===== src/rtl/pc_next_unit.sv =====
// Program counter and next-PC generator for a single-cycle MIPS datapath.
// It produces the fetch address for the 4 KB instruction memory, picks the
// next PC (sequential, branch, jump or register jump) and checks that the
// target is aligned and inside the fetch window. It also counts retired
// PC updates and halts on the first illegal target until reset.
module pc_next_unit #(
  parameter logic [31:0] RESET_PC = 32'h0000_0000,
  parameter int unsigned IM_BYTES = 4096
) (
  input  logic        clk,
  input  logic        rst_n,
  input  logic        stall,
  input  logic [1:0]  npc_op,
  input  logic        br_taken,
  input  logic [15:0] immediate16,
  input  logic [25:0] immediate26,
  input  logic [31:0] rs_data,
  output logic [31:0] pc,
  output logic [31:0] pc_plus4,
  output logic        halted,
  output logic [1:0]  err_code,
  output logic [31:0] retired
);

  typedef enum logic {
    RUN  = 1'b0,
    HALT = 1'b1
  } state_t;

  localparam logic [1:0] OP_SEQ    = 2'b00;
  localparam logic [1:0] OP_BRANCH = 2'b01;
  localparam logic [1:0] OP_JUMP   = 2'b10;
  localparam logic [1:0] OP_JR     = 2'b11;

  localparam logic [1:0] ERR_NONE  = 2'b00;
  localparam logic [1:0] ERR_RANGE = 2'b01;
  localparam logic [1:0] ERR_ALIGN = 2'b10;

  // Last legal fetch address: the final word of the instruction memory.
  localparam logic [31:0] LAST_PC = RESET_PC + 32'(IM_BYTES) - 32'd4;

  state_t      state_q, state_d;
  logic [31:0] pc_q, pc_d;
  logic [31:0] retired_q, retired_d;
  logic [1:0]  err_q, err_d;

  logic [31:0] br_offset;
  logic [31:0] tgt;
  logic        misaligned;
  logic        out_of_range;

  // Sequential address and the sign-extended, word-scaled branch offset.
  assign pc_plus4  = pc_q + 32'd4;
  assign br_offset = {{14{immediate16[15]}}, immediate16, 2'b00};

  // Select the next-PC candidate from the decoded operation.
  always_comb begin
    // NOTE: every path assigns tgt, with a default first, so no latch is inferred.
    tgt = pc_plus4;
    unique case (npc_op)
      OP_SEQ:    tgt = pc_plus4;
      OP_BRANCH: tgt = br_taken ? (pc_plus4 + br_offset) : pc_plus4;
      OP_JUMP:   tgt = {pc_plus4[31:28], immediate26, 2'b00};
      OP_JR:     tgt = rs_data;
      default:   tgt = pc_plus4;
    endcase
  end

  // Legality of the candidate; misalignment takes precedence over range.
  assign misaligned   = (tgt[1:0] != 2'b00);
  assign out_of_range = (tgt < RESET_PC) || (tgt > LAST_PC);

  // Next-state and next-register values for the RUN/HALT machine.
  always_comb begin
    state_d   = state_q;
    pc_d      = pc_q;
    retired_d = retired_q;
    err_d     = err_q;
    unique case (state_q)
      RUN: begin
        if (!stall) begin
          if (misaligned) begin
            state_d = HALT;
            err_d   = ERR_ALIGN;
          end else if (out_of_range) begin
            state_d = HALT;
            err_d   = ERR_RANGE;
          end else begin
            pc_d      = tgt;
            retired_d = retired_q + 32'd1;
          end
        end
      end
      HALT: begin
        // Frozen until reset.
        state_d = HALT;
      end
      default: begin
        state_d = RUN;
      end
    endcase
  end

  // State and architectural registers with synchronous active-low reset.
  always_ff @(posedge clk) begin
    // NOTE: sequential state uses non-blocking assignments so all registers
    // update together from values computed before the edge.
    if (!rst_n) begin
      state_q   <= RUN;
      pc_q      <= RESET_PC;
      retired_q <= 32'd0;
      err_q     <= ERR_NONE;
    end else begin
      state_q   <= state_d;
      pc_q      <= pc_d;
      retired_q <= retired_d;
      err_q     <= err_d;
    end
  end

  assign pc       = pc_q;
  assign retired  = retired_q;
  assign err_code = err_q;
  assign halted   = (state_q == HALT);

endmodule


===== config.mk =====
export PLATFORM = sky130hd
export DESIGN_NAME = pc_next_unit
export DESIGN_NICKNAME = d
export VERILOG_FILES = /design/src/rtl/pc_next_unit.sv
export SDC_FILE = /design/constraint.sdc
export NUM_CORES = 1
export LEC_CHECK = 0
export CAP_MARGIN = 20
export CORE_ASPECT_RATIO = 1.25
export CORE_MARGIN = 2
export CORE_UTILIZATION = 40
export DETAILED_ROUTE_END_ITERATION = 16
export PLACE_DENSITY_LB_ADDON = 0.12
export REMOVE_ABC_BUFFERS = 1
export SYNTH_ARGS = -nofsm -noshare
export SYNTH_HDL_FRONTEND = slang
export SYNTH_SLANG_ARGS = --single-unit

===== constraint.sdc =====
create_clock -name clk -period 7 [get_ports clk]
set_clock_uncertainty 0.05 [all_clocks]
set_input_delay 1.75 -clock clk [delete_from_list [all_inputs] [get_ports clk]]
set_output_delay 1.75 -clock clk [all_outputs]
set_load 0.03 [all_outputs]

Word-level counts from Yosys, hierarchy flattened
Index checks and enable logic that the tools add are counted.
{"block": "op_classes", "n_bitwise": 4, "reduce_logical": 6, "n_eq_ne": 3, "addsub": 3, "order_cmp": 2, "muxes": 8}
{"op": "$pmux W32 S4", "count": 1}
{"op": "$add A32 B1 Y32 const B", "count": 1}
{"op": "$add A32 B3 Y32 const B", "count": 1}
{"op": "$add A32 B32 Y32", "count": 1}
{"op": "$gt A32 B12 Y1 const B", "count": 1}
{"op": "$lt A32 B1 Y1 const B", "count": 1}
{"op": "$mux W32", "count": 1}
{"op": "$eq A2 B2 Y1 const B", "count": 2}
{"op": "$mux W2", "count": 2}
{"op": "$not A1 Y1", "count": 4}
{"op": "$reduce_and A4 Y1", "count": 1}
{"op": "$reduce_bool A2 Y1", "count": 2}
{"op": "$mux W1", "count": 3}
{"op": "$reduce_and A3 Y1", "count": 1}
{"op": "$eq A2 B1 Y1 const B", "count": 1}
{"op": "$logic_not A2 Y1", "count": 1}
{"op": "$pmux W1 S2", "count": 1}
{"op": "$logic_or A1 B1 Y1", "count": 1}
{"block": "totals", "output_inout_bits": 99, "regBits": 67, "word_cells": 30, "in_bits": 80}

Longest topological paths before layout
Gate-level depths: netlist of the first run.
{"block": "depth", "depth_word": 10, "depth_mapped": 21, "mapped_depth_nobuf": 17}

Worst setup path after synthesis of the first run
OpenSTA, ideal clock, no wires.
{"block": "synth_path", "path_kind": "register -> register", "startpoint": "register pc_q[12], in the netlist pc[12]", "endpoint": "register retired_q[31], in the netlist retired[31]", "synth_period_minus_slack_ns": 5.974, "setup_time_ns": 0.072, "arrival_ns": 5.852, "path_buffers": 3, "stages_incl_launch_ff": 20, "setup_slack_ns": 1.026, "t_required_ns": 6.878, "cell_sequence": "dfxtp_1 nand4_1 or3_1 buf_2 or4_1 xnor2_1 ha_1 clkbuf_1 a21o_1 a21oi_1 o22a_1 o32ai_1 a2111oi_0 nand4_1 or4_4 nor4_4 nand4_1 clkbuf_1 nor3_1 mux2i_1"}
{"block": "synth_via", "elab_chain_cells": 8, "word_cells_on_any_way": 9, "cone_classes": "add/sub: 2; order compare: 2; mux: 2; bitwise: 1; reduce/logical: 2"}
{"element": "from (decl)", "line_no": "43", "source": "logic [31:0] pc_q, pc_d;"}
{"element": "from (signal assigned)", "line_no": "115", "source": "pc_q <= pc_d;"}
{"element": "$add A32 B3 Y32 *", "line_no": "53", "source": "assign pc_plus4 = pc_q + 32'd4;"}
{"element": "via pc_plus4[26]", "line_no": "19", "source": "output logic [31:0] pc_plus4,"}
{"element": "$add A32 B32 Y32", "line_no": "62", "source": "OP_BRANCH: tgt = br_taken ? (pc_plus4 + br_offset) : pc_plus4;"}
{"element": "$mux W32", "line_no": "62"}
{"element": "$pmux W32 S4 *", "line_no": "60", "source": "unique case (npc_op)"}
{"element": "$lt A32 B1 Y1 / $gt A32 B12 Y1 (equally long branches)", "line_no": "71", "source": "assign out_of_range = (tgt < RESET_PC) || (tgt > LAST_PC);"}
{"element": "$logic_or A1 B1 Y1 *", "line_no": "71"}
{"element": "$not A1 Y1 (no line) *"}
{"element": "$reduce_and A4 Y1 (no line) *"}
{"element": "to (signal assigned)", "line_no": "116", "source": "retired_q <= retired_d;"}
{"element": "to (decl)", "line_no": "44", "source": "logic [31:0] retired_q, retired_d;"}
The timed path passes the listed nets; every way through them passes the cells marked *.
A chain may end at the register's enable or synchronous reset.

Worst setup path in the final report of the first run
{"block": "layout_path", "startpoint": "input immediate16[15]", "endpoint": "register retired_q[20], in the netlist retired[20]"}
{"block": "layout_via", "elab_chain_cells": 7, "word_cells_on_any_way": 8, "cone_classes": "add/sub: 1; order compare: 2; mux: 2; bitwise: 1; reduce/logical: 2"}
{"element": "from (decl)", "line_no": "15", "source": "input logic [15:0] immediate16,"}
{"element": "$add A32 B32 Y32 *", "line_no": "62"}
{"element": "$mux W32 *", "line_no": "62"}
{"element": "$pmux W32 S4 *", "line_no": "60"}
{"element": "$lt A32 B1 Y1 / $gt A32 B12 Y1 (equally long branches)", "line_no": "71"}
{"element": "$logic_or A1 B1 Y1 *", "line_no": "71"}
{"element": "$not A1 Y1 (no line) *"}
{"element": "$reduce_and A4 Y1 (no line) *"}
Mark *: on every way between the ends. The rest lies on a longest branch, timed or not.

==> out/results.ini, run 1 <==
[synthesis]
synth_top_family_by_area=simple AND/OR/NAND/NOR gates
synth_ff_type=dfxtp_1
synth_simple_gate_area_share=0.292
ys.warnings.count=0
synth_cells=824
synth_compound_area_frac=0.251
yosysSeqAreaShare=0.220
synth_adder_area_share=0.0709
synth.distinct_cells=66
synth-async-reset-ratio=0
syn_area_per_cell_um2=7.41
synth_xor_area_frac=0.0703
synth-seq-cells=67
syn_area_mm2=0.00610
synth_mux_area_frac=0.0564
synth_edf_count=0

[outcome]
outcome=finished, final reports clean

[clock_tree]
clock_sinks=67
cts.clk_slew.worst_paths_ps=50
clk_latency_ps=330
cts-resized-gates=0
hold_buffers=0
cts_setup_buffers=0
clk_path_buf_depth=2
cts_buffers=9
h-tree-depth=3
cts_tree=done
clockRootBuffer=clkbuf_16

[worst_setup_path]
cp.required_ps=7210
cp-end-kind=flip-flop
crit_chain=clkdlybuf4s50_1 > ha_1 > a21oi_1 > o21ai_0 > a21oi_1 > nor2_1 > o311a_1 > o2bb2ai_1 > or4_4 > nor4_4 > buf_12 > nand4_2 > or3_1 > a21oi_1
path_delay_family=simple AND/OR/NAND/NOR gates
critPathMaxFanout=18
path_buf_inv=2
startpoint_type=primary input
worst-setup-path-type=in -> reg
cp_common_cell=a21oi_1
worstPathArrival_ps=6580
cpMaxStageDelayCell=clkdlybuf4s50_1
cpPeakStageDelay_ps=770

[sta]
finalHoldViolations=0
slew_headroom=0.444
setup_viol=0
worstMarginPinSlew_ps=832
period_share=0.910
fin_ws_ps=630
fin_crit_ps=6370
rsz0062_at_grt=false
final.setup.tns_ps=0
slew_viol_final=0
clock.fmax_mhz=157

[die]
die-height_um=142
die_area_mm2=0.0163
fp-row-count=50
start_util=0.408
core_area_mm2=0.0150
boundaryPins=179
die_w_um=114

[placement]
hpwl_um=18300
dp_slack_ps=354
numPortBuffers=178
finalWeightedCongestion=0.998

[power]
power.density_mw_per_mm2=121
power.leakage_nw=3.29
ir_drop_v=0.000132

[global_routing]
grt_pass1_wl_um=34600
first_global_vias=6464
antenna_found_initial=0
grt_util_met2=0.491
top_usage_layer=met2
track_usage=0.272
met1_usage=0.320
grt_max_degree=42
use_met3=0.0447
grt_overflow=0

[hold_path]
hold_class=reg -> reg

[finish]
postLayoutCoreUtil=0.562
seq_area_mm2=0.00134
diodes=0
layout_commonest_cell=clkdlybuf4s50_1
multiInputGateArea_mm2=0.00453
fill_cells=1428
nets=1106
area_growth_pct=37.5
layout_common_cells=176 x clkdlybuf4s50_1, 84 x nand2_1, 84 x a21oi_1
drive_above_1_share=0.0462

[routing]
drtPass1Iterations=6
vias=6993
wl_um=22800
drc=0
vias_per_cell=5.94
antenna_left=0
wl_per_cell_um=19.3
drt-initial-drc-count=436

[run]
drv_cap=0

[final timing paths]
| path | start | to | slack (ps) | depth (start not counted) |
|---|---|---|---|---|
| worst max-delay path | immediate16[15] | retired[20]$_SDFFE_PN0P_ | 630 | 14 |
| worst min-delay path | retired[31]$_SDFFE_PN0P_ | retired[31]$_SDFFE_PN0P_ | 420 | 2 |
| worst max register to register | pc[14]$_SDFFE_PN0P_ | retired[20]$_SDFFE_PN0P_ | 870 | 17 |
| worst min register to register | retired[31]$_SDFFE_PN0P_ | retired[31]$_SDFFE_PN0P_ | 420 | 2 |
[tightest hold or removal path: stages, from the launching register on]
cell and delay (ps):
dfxtp_1 310, nand2_1 60, mux2i_1 50
[cell type report]
| type | instances | share of cell area |
|---|---|---|
| Multi-Input combinational cell | 696 | 0.539 |
| Tap cell | 182 | 0.0271 |
| Sequential cell | 67 | 0.160 |
| Clock inverter | 2 | 0.00417 |
| Inverter | 21 | 0.00939 |
| Clock buffer | 13 | 0.0310 |
| Timing Repair Buffer | 197 | 0.230 |
[cells in the mapped netlist (3+ instances only)]
master	instances	share of area
and4_1	7	0.010
nand2_1	84	0.052
a21boi_0	5	0.0061
nor4_1	13	0.013
xnor2_1	28	0.040
o41ai_1	3	0.0043
a21o_1	10	0.012
mux2_2	3	0.0055
nand4_1	25	0.026
mux2i_1	31	0.051
o2111ai_1	4	0.0057
o21a_1	9	0.011
a211oi_1	15	0.018
a21oi_1	84	0.069
dfxtp_1	67	0.22
o32ai_1	3	0.0043
a22oi_1	3	0.0037
and3_1	40	0.041
o211ai_1	10	0.012
or3_1	23	0.024
a211o_1	10	0.014
o21ai_0	47	0.039
nand2b_1	8	0.0082
nor3_1	14	0.011
nor2b_1	5	0.0051
nor2_1	52	0.032
inv_1	21	0.013
and2_1	10	0.010
a2111oi_0	3	0.0043
o31ai_1	8	0.0098
clkbuf_1	36	0.022
or4_1	5	0.0061
nand3_1	41	0.034
a31oi_1	4	0.0041
xor2_1	21	0.030
ha_1	33	0.068
[through the flow]
step,hold slack (ps),instance area (µm²),power [W],cells
after floorplan,534,5950,0.000476,784
after global placement,405,8100,0.000572,1163
after detailed placement,420,8100,0.000571,1163
after CTS,425,8400,0.00102,1178
after global routing,458,8400,0.00105,1178
final,423,8400,0.00101,1178
[flip-flops by register name (all words and copies together) (netlist names)]
name      flops
pc           32
retired      32
err_code      2
halted        1
[cells by family (layout without fill, tap and decap cells)]
| family | count (synthesis) | count (layout) |
|---|---|---|
| xor gates and xnor gates | 49 | 49 |
| muxes | 34 | 34 |
| adders and majority gates | 34 | 34 |
| AOI/OAI and AO/OA | 240 | 240 |
| DFF | 67 | 67 |
| and+or+nand+nor | 339 | 339 |
| buffers and inverters | 61 | 233 |
[metal layers]
metal / vias to the layer above / wire length, µm
li1: 3432 / -
met3: 49 / 1340
met5: - / 0
met4: 0 / 662
met2: 243 / 11600
met1: 3269 / 9150
[power breakdown]
| group | internal, W | total (W) | switching (W) |
|---|---|---|---|
| clock network | 0.000293 | 0.000446 | 0.000154 |
| logic | 0.0000853 | 0.000182 | 0.0000965 |
| registers | 0.000383 | 0.000384 | 0.00000126 |
(Power assumes the default switching activity.)
==> inputs of run 2 (changes only) <==
- TNS_END_PERCENT: default -> 100
==> results of run 2 <==
Final layout, timing and power as in run 1 (identical DEF).
==> inputs of run 3 (changes only) <==
- CORE_MARGIN: 2 -> default
- SETUP_SLACK_MARGIN: default -> 0.1
==> out/results.ini, run 3 (same netlist as run 1, synthesis figures left out) <==
[worst_setup_path]
worstPathArrival_ps=6640  ; +60 ps
cp_common_cell=a21oi_1
startpoint_type=primary input
critPathMaxFanout=18  ; unchanged
worst-setup-path-type=in -> reg
cp.required_ps=7200  ; about the same
cp-end-kind=flip-flop
crit_chain=clkdlybuf4s50_1 > ha_1 > a21oi_1 > o21ai_0 > a21oi_1 > nor4_1 > a2111oi_0 > nand4_1 > or4_4 > nor4_4 > buf_12 > nand4_2 > or3_1 > a21oi_1
cpPeakStageDelay_ps=950  ; +180 ps
cpMaxStageDelayCell=clkdlybuf4s50_1

[sta]
fin_crit_ps=6430  ; +63.2 ps
fin_ws_ps=567  ; -63.2 ps
slew_headroom=0.453  ; +0.00879
setup_viol=0  ; unchanged
finalHoldViolations=0  ; unchanged
final.setup.tns_ps=0  ; unchanged
clock.fmax_mhz=155  ; -0.98%
period_share=0.919  ; +0.00902
rsz0062_at_grt=false
whs_ps=429  ; +6.17 ps
slew_viol_final=0  ; unchanged
worstMarginPinSlew_ps=819  ; -13.1 ps

[placement]
numPortBuffers=178  ; unchanged
dp_slack_ps=325  ; -29.5 ps
finalWeightedCongestion=0.947  ; -5.1%
dp_cells=1163  ; unchanged
hpwl_um=17700  ; -3.1%

[global_routing]
antenna_found_initial=0  ; unchanged
track_usage=0.277  ; +0.00495
grt_pass1_wl_um=34300  ; -0.92%
grt_overflow=0  ; unchanged
first_global_vias=6437  ; -0.42%
grt_max_degree=42  ; unchanged

[die]
fp-row-count=50  ; unchanged
die_area_mm2=0.0158  ; -3.1%
die-height_um=140  ; -1.4%
boundaryPins=179  ; unchanged
core_area_mm2=0.0150  ; unchanged
die_w_um=112  ; -1.7%
start_util=0.408  ; unchanged

[routing]
drtPass1Iterations=5  ; -1
wl_met3_um=1340  ; -0.15%
antenna_left=0  ; unchanged
wl_met2_um=11000  ; -4.8%
drt-initial-drc-count=513  ; +18%
wl_um=22300  ; -1.9%
drc=0  ; unchanged
wl_per_cell_um=18.9  ; -1.9%
vias_per_cell=5.98  ; +0.70%
routedLengthMet1_um=9150  ; about the same
top_layer_used=met4
vias=7042  ; +0.70%

[finish]
seq_area_mm2=0.00134  ; unchanged
multiInputGateArea_mm2=0.00453  ; unchanged
diodes=0  ; unchanged
layout_commonest_cell=clkdlybuf4s50_1
layout_common_cells=176 x clkdlybuf4s50_1, 84 x nand2_1, 84 x a21oi_1
nets=1106  ; unchanged
fin_cells=1178  ; unchanged
area_growth_pct=37.5  ; unchanged
drive_above_1_share=0.0462  ; unchanged
fill_cells=1449  ; +1.5%

[power]
power.leakage_nw=3.29  ; unchanged
ir_drop_v=0.000129  ; -2.9%
p_total_w=0.00101  ; about the same
power.density_mw_per_mm2=121  ; about the same

[hold_path]
hold_class=reg -> reg

[clock_tree]
h-tree-depth=3  ; unchanged
clk_latency_ps=320  ; about the same
clock_sinks=67  ; unchanged
clk_path_buf_depth=2  ; unchanged
cts-resized-gates=0  ; unchanged
cts_buffers=9  ; unchanged
cts_setup_buffers=0  ; unchanged
hold_buffers=0  ; unchanged
cts_tree=done
cts.clk_slew.worst_paths_ps=50  ; about the same
clockRootBuffer=clkbuf_16

[run]
drv_cap=0  ; unchanged

[outcome]
outcome=finished, final reports clean

[run 3: cell counts in the layout (fill, tap and decap cells not counted)]
No cell type changed its count.
[run 3: final cells by class]
class,count,share of cell area
well taps,182,0.0271
flip-flops and latches,67,0.160
inverters,21,0.00939
clock inverters,2,0.00417
repair buffers,197,0.230
clock buffers,13,0.0310
multi-input cells,696,0.539
[run 3: critical path, delay by kind of cell]
kind / cells / cell delay [ps]
buffers and inverters: 2 / 1130
and+or+nand+nor: 6 / 1980
adders and majority gates: 1 / 420
AOI/OAI and AO/OA: 5 / 1350
[run 3: path summary, 6_finish.rpt]
path                            startpoint                  endpoint  slack, ps  cells after the start
setup / recovery           immediate16[15]  retired[20]$_SDFFE_PN0P_        570                     14
hold / removal    retired[31]$_SDFFE_PN0P_  retired[31]$_SDFFE_PN0P_        430                      2
setup reg to reg       pc[12]$_SDFFE_PN0P_  retired[20]$_SDFFE_PN0P_        840                     17
hold reg to reg   retired[31]$_SDFFE_PN0P_  retired[31]$_SDFFE_PN0P_        430                      2
[run 3: power breakdown]
| part | total [W] | internal, W | switching (W) |
|---|---|---|---|
| logic | 0.000181 | 0.0000852 | 0.0000956 |
| clock network | 0.000447 | 0.000293 | 0.000154 |
| registers | 0.000384 | 0.000383 | 0.00000123 |
[run 3: stage by stage]
stage / cell area [µm²] / utilization
6_report: 8400 / 0.562
3_3_place_gp: 8100 / 0.542
5_1_grt: 8400 / 0.562
2_1_floorplan: 5950 / -
4_1_cts: 8400 / 0.562
3_5_place_dp: 8100 / 0.542
[run 3: per-layer routing]
metal | GRT usage | vias up
li1 | - | 3443
met2 | 0.490 | 264
met5 | 0 | -
met3 | 0.0398 | 47
met1 | 0.331 | 3288
met4 | 0.122 | 0
